<file path="src/rtl/vga_bars_peak.sv">
// Spectrum-bar VGA renderer (640x480 @ 60 Hz by default) with per-bar peak hold.
// Ports:
//   vgaclk      pixel clock
//   rst         asynchronous active-low reset
//   data        NBARS packed bar heights, bar i at [i*DW +: DW]
//   mode        0 red, 1 red+peak, 2 zoned, 3 zoned+peak
//   hsync/vsync active-low syncs
//   red/green/blue 4-bit colour channels
//   done        high during blanking rows (vc >= V_ACTIVE)
//   frame_start one-cycle pulse for the hc = 0, vc = 0 output cycle
// The raster timing parameters default to the standard 640x480 frame; zone
// boundaries (1/2 and 4/5 of the active height) and the height clamp follow
// V_ACTIVE.
module vga_bars_peak #(
    parameter int unsigned NBARS       = 16,
    parameter int unsigned DW          = 10,
    parameter int unsigned GAP         = 2,
    parameter int unsigned HOLD_FRAMES = 30,
    parameter int unsigned DECAY       = 4,
    parameter int unsigned H_ACTIVE    = 640,
    parameter int unsigned H_FP        = 16,
    parameter int unsigned H_SYNC      = 96,
    parameter int unsigned H_BP        = 48,
    parameter int unsigned V_ACTIVE    = 480,
    parameter int unsigned V_FP        = 10,
    parameter int unsigned V_SYNC      = 2,
    parameter int unsigned V_BP        = 33
) (
    input  logic                  vgaclk,
    input  logic                  rst,
    input  logic [NBARS*DW-1:0]   data,
    input  logic [1:0]            mode,
    output logic                  hsync,
    output logic                  vsync,
    output logic [3:0]            red,
    output logic [3:0]            green,
    output logic [3:0]            blue,
    output logic                  done,
    output logic                  frame_start
);

    localparam int unsigned H_TOTAL  = H_ACTIVE + H_FP + H_SYNC + H_BP;
    localparam int unsigned V_TOTAL  = V_ACTIVE + V_FP + V_SYNC + V_BP;
    localparam int unsigned HS_START = H_ACTIVE + H_FP;
    localparam int unsigned HS_END   = HS_START + H_SYNC;
    localparam int unsigned VS_START = V_ACTIVE + V_FP;
    localparam int unsigned VS_END   = VS_START + V_SYNC;
    localparam int unsigned HW       = $clog2(H_TOTAL);
    localparam int unsigned VW       = $clog2(V_TOTAL);
    localparam int unsigned BW       = H_ACTIVE / NBARS;
    localparam int unsigned CW       = (BW > 1) ? $clog2(BW) : 1;
    localparam int unsigned BIW      = (NBARS > 1) ? $clog2(NBARS) : 1;
    localparam int unsigned YW       = $clog2(V_ACTIVE + 1);
    localparam int unsigned TW       = (HOLD_FRAMES > 0) ? $clog2(HOLD_FRAMES + 1) : 1;
    localparam int unsigned ZONE_Y   = V_ACTIVE / 2;
    localparam int unsigned ZONE_R   = (V_ACTIVE * 4) / 5;

    logic [HW-1:0]  hc;
    logic [VW-1:0]  vc;
    logic [CW-1:0]  col;
    logic [BIW-1:0] bar;

    logic [YW-1:0]  snap    [NBARS];
    logic [YW-1:0]  peak    [NBARS];
    logic [TW-1:0]  hold    [NBARS];
    logic [YW-1:0]  s_new_c [NBARS];
    logic [YW-1:0]  decay_c [NBARS];

    logic           snap_now_c;
    logic [YW-1:0]  y_c;
    logic           marker_c;
    logic [11:0]    rgb_c;

    // Raster counters
    always_ff @(posedge vgaclk or negedge rst) begin
        if (!rst) begin
            hc <= '0;
            vc <= '0;
        end else if (hc == HW'(H_TOTAL - 1)) begin
            hc <= '0;
            vc <= (vc == VW'(V_TOTAL - 1)) ? '0 : vc + VW'(1);
        end else begin
            hc <= hc + HW'(1);
        end
    end

    // Column-in-bar and bar index, tracked incrementally instead of dividing hc
    always_ff @(posedge vgaclk or negedge rst) begin
        if (!rst) begin
            col <= '0;
            bar <= '0;
        end else if (hc == HW'(H_TOTAL - 1)) begin
            col <= '0;
            bar <= '0;
        end else if (hc < HW'(H_ACTIVE)) begin
            if (col == CW'(BW - 1)) begin
                col <= '0;
                bar <= (bar == BIW'(NBARS - 1)) ? '0 : bar + BIW'(1);
            end else begin
                col <= col + CW'(1);
            end
        end
    end

    // Clamped incoming heights and saturating peak decay candidates
    always_comb begin
        for (int i = 0; i < NBARS; i++) begin
            s_new_c[i] = (32'(data[i*DW +: DW]) > V_ACTIVE) ? YW'(V_ACTIVE)
                                                           : YW'(data[i*DW +: DW]);
            decay_c[i] = (32'(peak[i]) > DECAY) ? peak[i] - YW'(DECAY) : '0;
        end
    end

    assign snap_now_c = (hc == '0) && (vc == VW'(V_ACTIVE));

    // Once-per-frame snapshot at the start of vertical blanking, with peak hold/decay
    always_ff @(posedge vgaclk or negedge rst) begin
        if (!rst) begin
            for (int i = 0; i < NBARS; i++) begin
                snap[i] <= '0;
                peak[i] <= '0;
                hold[i] <= '0;
            end
        end else if (snap_now_c) begin
            for (int i = 0; i < NBARS; i++) begin
                snap[i] <= s_new_c[i];
                if (s_new_c[i] >= peak[i]) begin
                    peak[i] <= s_new_c[i];
                    hold[i] <= TW'(HOLD_FRAMES);
                end else if (hold[i] != '0) begin
                    hold[i] <= hold[i] - TW'(1);
                end else begin
                    peak[i] <= (s_new_c[i] > decay_c[i]) ? s_new_c[i] : decay_c[i];
                end
            end
        end
    end

    // Row measured upward from the bottom of the active area
    assign y_c = YW'(V_ACTIVE - 1) - YW'(vc);

    // Marker occupies the two rows just below the held peak
    assign marker_c = mode[0] && (peak[bar] != '0) &&
                      (({1'b0, y_c} + (YW+1)'(1) == {1'b0, peak[bar]}) ||
                       ({1'b0, y_c} + (YW+1)'(2) == {1'b0, peak[bar]}));

    // Pixel colour for the current hc/vc
    always_comb begin
        rgb_c = 12'h000;
        if ((hc < HW'(H_ACTIVE)) && (vc < VW'(V_ACTIVE)) && (32'(col) < BW - GAP)) begin
            if (marker_c) begin
                rgb_c = 12'hFFF;
            end else if (y_c < snap[bar]) begin
                if (!mode[1])                rgb_c = 12'hF00;
                else if (y_c < YW'(ZONE_Y))  rgb_c = 12'h0F0;
                else if (y_c < YW'(ZONE_R))  rgb_c = 12'hFF0;
                else                         rgb_c = 12'hF00;
            end
        end
    end

    // All outputs registered from the same counter values so they stay aligned
    always_ff @(posedge vgaclk or negedge rst) begin
        if (!rst) begin
            hsync       <= 1'b1;
            vsync       <= 1'b1;
            red         <= '0;
            green       <= '0;
            blue        <= '0;
            done        <= 1'b0;
            frame_start <= 1'b0;
        end else begin
            hsync       <= !((hc >= HW'(HS_START)) && (hc < HW'(HS_END)));
            vsync       <= !((vc >= VW'(VS_START)) && (vc < VW'(VS_END)));
            red         <= rgb_c[11:8];
            green       <= rgb_c[7:4];
            blue        <= rgb_c[3:0];
            done        <= (vc >= VW'(V_ACTIVE));
            frame_start <= (hc == '0) && (vc == '0);
        end
    end

endmodule
</file>
<file path="config.mk">
export PLATFORM = sky130hd
export DESIGN_NAME = vga_bars_peak
export DESIGN_NICKNAME = d
export VERILOG_FILES = /design/src/rtl/vga_bars_peak.sv
export SDC_FILE = /design/constraint.sdc
export NUM_CORES = 1
export LEC_CHECK = 0
export CAP_MARGIN = 10
export CORE_ASPECT_RATIO = 2
export CORE_MARGIN = 5
export CORE_UTILIZATION = 55
export DETAILED_ROUTE_END_ITERATION = 8
export PLACE_DENSITY = 0.74
export SYNTH_ARGS = -nofsm -noshare
export SYNTH_HDL_FRONTEND = slang
export SYNTH_SLANG_ARGS = --single-unit
</file>
<file path="constraint.sdc">
create_clock -name vgaclk -period 4.81 [get_ports vgaclk]
set_input_delay 0.962 -clock vgaclk [delete_from_list [all_inputs] [get_ports vgaclk]]
set_output_delay 0.962 -clock vgaclk [all_outputs]
set_load 0.05 [all_outputs]
</file>
==> flow_summary_export.csv, run 1 <==
group,metric,value,unit
status,status,"complete, no violations",
synthesis,synth_edf_count,0,
worst_setup_path,path_class,"in -> reg",
detailed_routing,drtPass1Iterations,5,
die,die_area,62600,sq um
finish,n_antenna_cell,0,
sta,slew_headroom,25.6,%
synthesis,avgSynthCellArea,8.81,sq um
synthesis,ys_warn_count,0,
cts,holdBufCountCts,0,
synthesis,synth_cells,3586,
synthesis,ys_ff_latch,405,
synthesis,synth_ff_type,"dfrtp_1",
detailed_routing,drc,0,
die,row_count,124,
sta,fin_hold_ws,0.450,ns
worst_setup_path,cp-start-kind,"input port",
global_route,grt_first_pass_wirelength,147000,um
finish,layout.nets,4289,
worst_setup_path,rr_worst_depth,16,
synthesis,synth_cell_type_count,84,
sta,hold_viol,0,
synthesis,syn_area,31600,sq um
detailed_routing,drt_iter0_markers,1857,
sta,slew_violations,0,
cts,cts_tree,"yes",
detailed_routing,vias,27600,
cts,h-tree-depth,2,
worst_setup_path,crit_required,5.28,ns
finish,layout.cells.non_filler,4541,
sta,tightest_slew,1.12,ns
worst_setup_path,crit_buf_inv,2,
sta,rsz0062_at_grt,"no",
worst_setup_path,endpoint_kind,"register",
power_and_ir_drop,p_leak,0.0170,uW
sta,setup_viol_count_final,0,
synthesis,synth.yosys.seq_area_share,32.1,%
worst_setup_path,regToRegEndpoint,"peak[44]",
detailed_routing,drt-vias-per-instance,6.08,
sta,finClkSkew,0.0359,ns
sta,fin_crit_sh,85.2,%
cts,clkTransAtPathRegs,0.07,ns
global_route,antenna_found_initial,0,
die,io_pins,180,
placed_design,place_area,34400,sq um
finish,final_area,35700,sq um
cts,clockBufferDepth,3,
worst_setup_path,reg2reg_slack,0.74,ns
die,coreArea,57100,sq um
worst_setup_path,crit_arrival,4.57,ns
die,start_util,55.4,%
sta,fin_crit,4.10,ns
placed_design,dp_cells,4469,
detailed_routing,wl,92800,um
detailed_routing,drt.antenna.violating_nets,0,
sta,setup_tns,0,ns
synthesis,async_flop_share,100,%
power_and_ir_drop,max-vdd-ir-drop,0.000228,V
die,fp.dieH,349,um
worst_setup_path,startpoint,"data[110]",
global_route,grt_pass1_vias,28200,
power_and_ir_drop,p_total,7370,uW
worst_setup_path,cp_num_cells,16,
placed_design,hpwl,74000,um
worst_setup_path,r2r_start,"peak[39]",
worst_setup_path,critPathTopFamily,"compound AO/OA/AOI/OAI gates",
cts,postCtsSetupBuffers,0,
cts,clockRootBuffer,"clkbuf_16",
placed_design,place_congestion,1.01,
finish,area_delta_synth_final,13.1,%
cts,clk-insertion-delay-late,0.58,ns
cts,numCtsBuffers,39,
worst_setup_path,cpPeakStageDelay,0.67,ns
min_path,hp-class,"in -> async",
sta,maxClockFrequency,244,MHz
finish,drive_gt1_share,8.69,%
worst_setup_path,worstSetupEndpoint,"peak[44]",
cts,cts.sinks,405,
finish,fillers,5080,
global_route,grt_start_max_net_pins,106,
cts,post_cts_resized,0,
placed_design,placement.io_buffers,179,
power_and_ir_drop,pwr_density_cell,206,nW/um^2
flow_run,cap_viol_max_count,0,
synthesis,syn-num-nets,4121,
finish,final_common_cell,"nand2_1",
finish,final_cell_mix,"438 x nand2_1, 401 x dfrtp_1, 371 x ha_1",
worst_setup_path,crit_chain,"clkdlybuf4s50_1 > nor3_1 > a21oi_1 > nor2_1 > nand2_1 > buf_4 > ha_1 > nor2b_1 > o21a_1 > o21a_1 > o21ai_0 > a221oi_1 > a211oi_1 > o21ai_1 > mux2_2 > a21oi_1",
die,dieWidth,180,um
global_route,track_usage,28.8,%
global_route,gr-total-overflow,0,
worst_setup_path,cp_slowest_cell,"o21ai_1",
detailed_routing,wl_per_cell,20.4,um
worst_setup_path,critical_path_peak_fanout,9,
-- cells by family (layout without fill, tap and decap cells) --
family	Yosys count	after routing	synth area share, %
and+or+nand+nor	1153	1153	17.3
DFF	405	405	32.1
adders and majority gates	371	371	14.7
AOI/OAI and AO/OA	814	814	16.0
buffers and inverters	453	652	5.74
muxes	261	261	10.6
xor gates and xnor gates	129	129	3.62
-- power breakdown --
part	switching (uW)	internal, uW
Clock	1410	1890
Sequential	2.05	3410
Combinational	383	280
-- state kept, by name, indices dropped and copies added, names as in the netlist --
name and flops:
green 1, hsync 1, done 1, blue 1
hc 10, frame_start 1, hold 80, bar 4
col 6, snap 144, vsync 1, vc 10
peak 144, red 1
-- metal layers --
metal / vias to the layer above / wire [um] / global-route usage, %
li1: 13000 / - / -
met4: 0 / 7530 / 19.6
met2: 913 / 48000 / 54.0
met5: - / 0 / 0
met3: 339 / 4460 / 3.66
met1: 13300 / 32900 / 29.7
-- how the worst min path moves through the flow --
stage | cells past startpoint | slack, ns | endpoint | from
floorplan | 2 | 0.44 | snap[0] | snap[0]
global placement | 2 | 0.46 | snap[122] | snap[122]
detailed placement | 2 | 0.47 | snap[53] | snap[53]
CTS | 1 | 0.47 | snap[50] | rst
global route | 2 | 0.51 | snap[34] | snap[34]
finish | 1 | 0.45 | hold[31] | rst
-- final cells by class --
type | count | area, sq um | share of cell area [%]
Multi-Input combinational cell | 2728 | 19700 | 55.0
Sequential cell | 405 | 10100 | 28.4
Timing Repair Buffer | 249 | 2400 | 6.71
Inverter | 331 | 1240 | 3.48
Clock buffer | 60 | 1160 | 3.23
Tap cell | 756 | 946 | 2.65
Clock inverter | 12 | 188 | 0.525
-- stage by stage --
step                      utilization, %  setup slack, ns
final                               62.6            0.713
after global routing                62.6            0.438
after floorplan                        -            0.975
after global placement              60.2            0.216
after detailed placement            60.2            0.214
after CTS                           62.6            0.787
-- synth_stat cells (all sizes together), types with 62 or more instances --
master	number	area share [%]
inv	331	3.9
a21oi	185	3.0
nand3	62	0.98
dfrtp	403	32
nor3	88	1.4
xnor2	76	2.1
clkbuf	75	0.89
mux2	106	3.8
nand2b	74	1.5
ha	371	15
nor2	257	3.1
o21a	66	1.6
nand2	438	5.2
mux2i	109	3.5
o21ai	304	4.8
Note: power is estimated with default switching activity, not from simulation.
==> run 2: changes to the inputs <==
--- a/config.mk
+++ b/config.mk
@@ -7,10 +7,9 @@
 export LEC_CHECK = 0
 export CAP_MARGIN = 10
 export CORE_ASPECT_RATIO = 2
-export CORE_MARGIN = 5
-export CORE_UTILIZATION = 55
+export CORE_UTILIZATION = 26
+export CTS_CLUSTER_SIZE = 8
 export DETAILED_ROUTE_END_ITERATION = 8
-export PLACE_DENSITY = 0.74
 export SYNTH_ARGS = -nofsm -noshare
 export SYNTH_HDL_FRONTEND = slang
 export SYNTH_SLANG_ARGS = --single-unit
==> flow_summary_export.csv, run 2 (synthesis gave the netlist of run 1 again) <==
group,metric,value,unit
status,status,"complete, no violations",
cts,holdBufCountCts,0,
die,start_util,26.2,%
worst_setup_path,regToRegEndpoint,"peak[114]",
power_and_ir_drop,pwr_density_cell,212,nW/um^2
placed_design,placement.io_buffers,179,
power_and_ir_drop,p_total,7830,uW
finish,final_common_cell,"nand2_1",
global_route,grt_pass1_vias,28200,
sta,rsz0062_at_grt,"no",
global_route,antenna_found_initial,2,
detailed_routing,drt.antenna.violating_nets,0,
detailed_routing,drc,0,
finish,area_delta_synth_final,17.0,%
cts,clockBufferDepth,3,
detailed_routing,drt-vias-per-instance,5.11,
detailed_routing,drtPass1Iterations,5,
die,row_count,180,
min_path,hp-class,"in -> async",
cts,numCtsBuffers,56,
worst_setup_path,cp-start-kind,"register",
sta,fin_crit_sh,85.0,%
detailed_routing,vias,27400,
worst_setup_path,r2r_start,"peak[110]",
finish,reg.largest.list,"peak: 144 flops, snap: 144 flops, hold: 80 flops",
worst_setup_path,endpoint_kind,"register",
finish,final_util,30.7,%
flow_run,cap_viol_max_count,0,
sta,finClkSkew,0.0244,ns
detailed_routing,wl,104000,um
worst_setup_path,path_class,"reg -> reg",
sta,setup_tns,0,ns
cts,post_cts_resized,0,
cts,clockRootBuffer,"clkbuf_16",
worst_setup_path,crit_arrival,4.62,ns
finish,final_cell_mix,"438 x nand2_1, 401 x dfrtp_1, 371 x ha_1",
die,io_pins,180,
global_route,gr-total-overflow,0,
finish,layout.nets,4307,
global_route,grt_start_max_net_pins,102,
power_and_ir_drop,max-vdd-ir-drop,0.000237,V
finish,drive_gt1_share,8.65,%
worst_setup_path,critical_path_peak_fanout,9,
sta,slew_headroom,20.8,%
worst_setup_path,reg2reg_slack,0.72,ns
cts,cts.sinks,405,
power_and_ir_drop,p_leak,0.0171,uW
cts,clk-insertion-delay-late,0.63,ns
die,die_area,123000,sq um
sta,tightest_slew,1.19,ns
sta,fin_crit,4.09,ns
global_route,track_usage,16.8,%
detailed_routing,wl_per_cell,19.5,um
cts,cts_tree,"yes",
worst_setup_path,crit_required,5.34,ns
sta,hold_viol,0,
placed_design,place_congestion,0.923,
cts,clkTransAtPathRegs,0.06,ns
sta,setup_viol_count_final,0,
die,dieWidth,249,um
global_route,grt_first_pass_wirelength,161000,um
sta,slew_violations,0,
detailed_routing,drt_iter0_markers,1538,
sta,maxClockFrequency,245,MHz
die,coreArea,120000,sq um
cts,postCtsSetupBuffers,0,
worst_setup_path,rr_worst_depth,14,
finish,fillers,12500,
die,fp.dieH,495,um
placed_design,hpwl,84100,um
cts,h-tree-depth,2,
## run 2: area by class of cell
cell class | instances | area [sq um] | area share (%)
multi-input cells | 2728 | 19700 | 53.2
flip-flops and latches | 405 | 10100 | 27.4
repair buffers | 250 | 2420 | 6.54
well taps | 1547 | 1940 | 5.24
clock buffers | 87 | 1540 | 4.16
inverters | 331 | 1240 | 3.36
clock inverters | 2 | 17.5 | 0.0474
diodes | 2 | 5.00 | 0.0135
## run 2: how the worst max path moves through the flow
| stage | startpoint | to | slack, ns | depth (start not counted) |
|---|---|---|---|---|
| floorplan | data[120] | peak[31] | 0.98 | 16 |
| global placement | data[100] | peak[46] | 0.24 | 16 |
| detailed placement | data[100] | peak[45] | 0.23 | 16 |
| CTS | peak[110] | peak[114] | 0.76 | 14 |
| global route | peak[110] | peak[112] | 0.46 | 14 |
| finish | peak[110] | peak[114] | 0.72 | 14 |
## run 2: metal layers
layer / wire length (um) / share of wire (%) / GRT usage, %
met5: 0 / 0 / 0
met4: 7030 / 6.7 / 10.7
met3: 4050 / 3.9 / 2.14
met2: 54300 / 52 / 32.0
met1: 38900 / 37 / 17.3
## run 2: worst max-delay path, cell delays in order, from the launching register on
cell and delay (ns):
dfrtp_1 0.43, nor3_1 0.58, o21ai_0 0.25, nand3b_1 0.38, nand2_1 0.16, ha_1 0.25
nor2b_1 0.13, o21a_1 0.17, o21a_1 0.17, o21ai_0 0.14, a221oi_1 0.10, a211o_1 0.24
a21oi_2 0.48, mux2_2 0.39, o21ai_0 0.15
## run 2: where the power goes
| part | internal, uW | switching [uW] | leakage [uW] |
|---|---|---|---|
| registers | 3410 | 2.15 | 0.00400 |
| logic | 283 | 407 | 0.0124 |
| clock network | 2160 | 1570 | 0.000747 |
## run 2: metrics by stage
step | area [sq um] | std cells | hold WS (ns) | worst slack, ns
floorplan | 31600 | 3586 | 0.444 | 0.975
global placement | 35400 | 5261 | 0.457 | 0.243
detailed placement | 35400 | 5261 | 0.465 | 0.234
CTS | 37000 | 5350 | 0.308 | 0.759
global route | 37000 | 5351 | 0.322 | 0.463
finish | 37000 | 5352 | 0.282 | 0.722
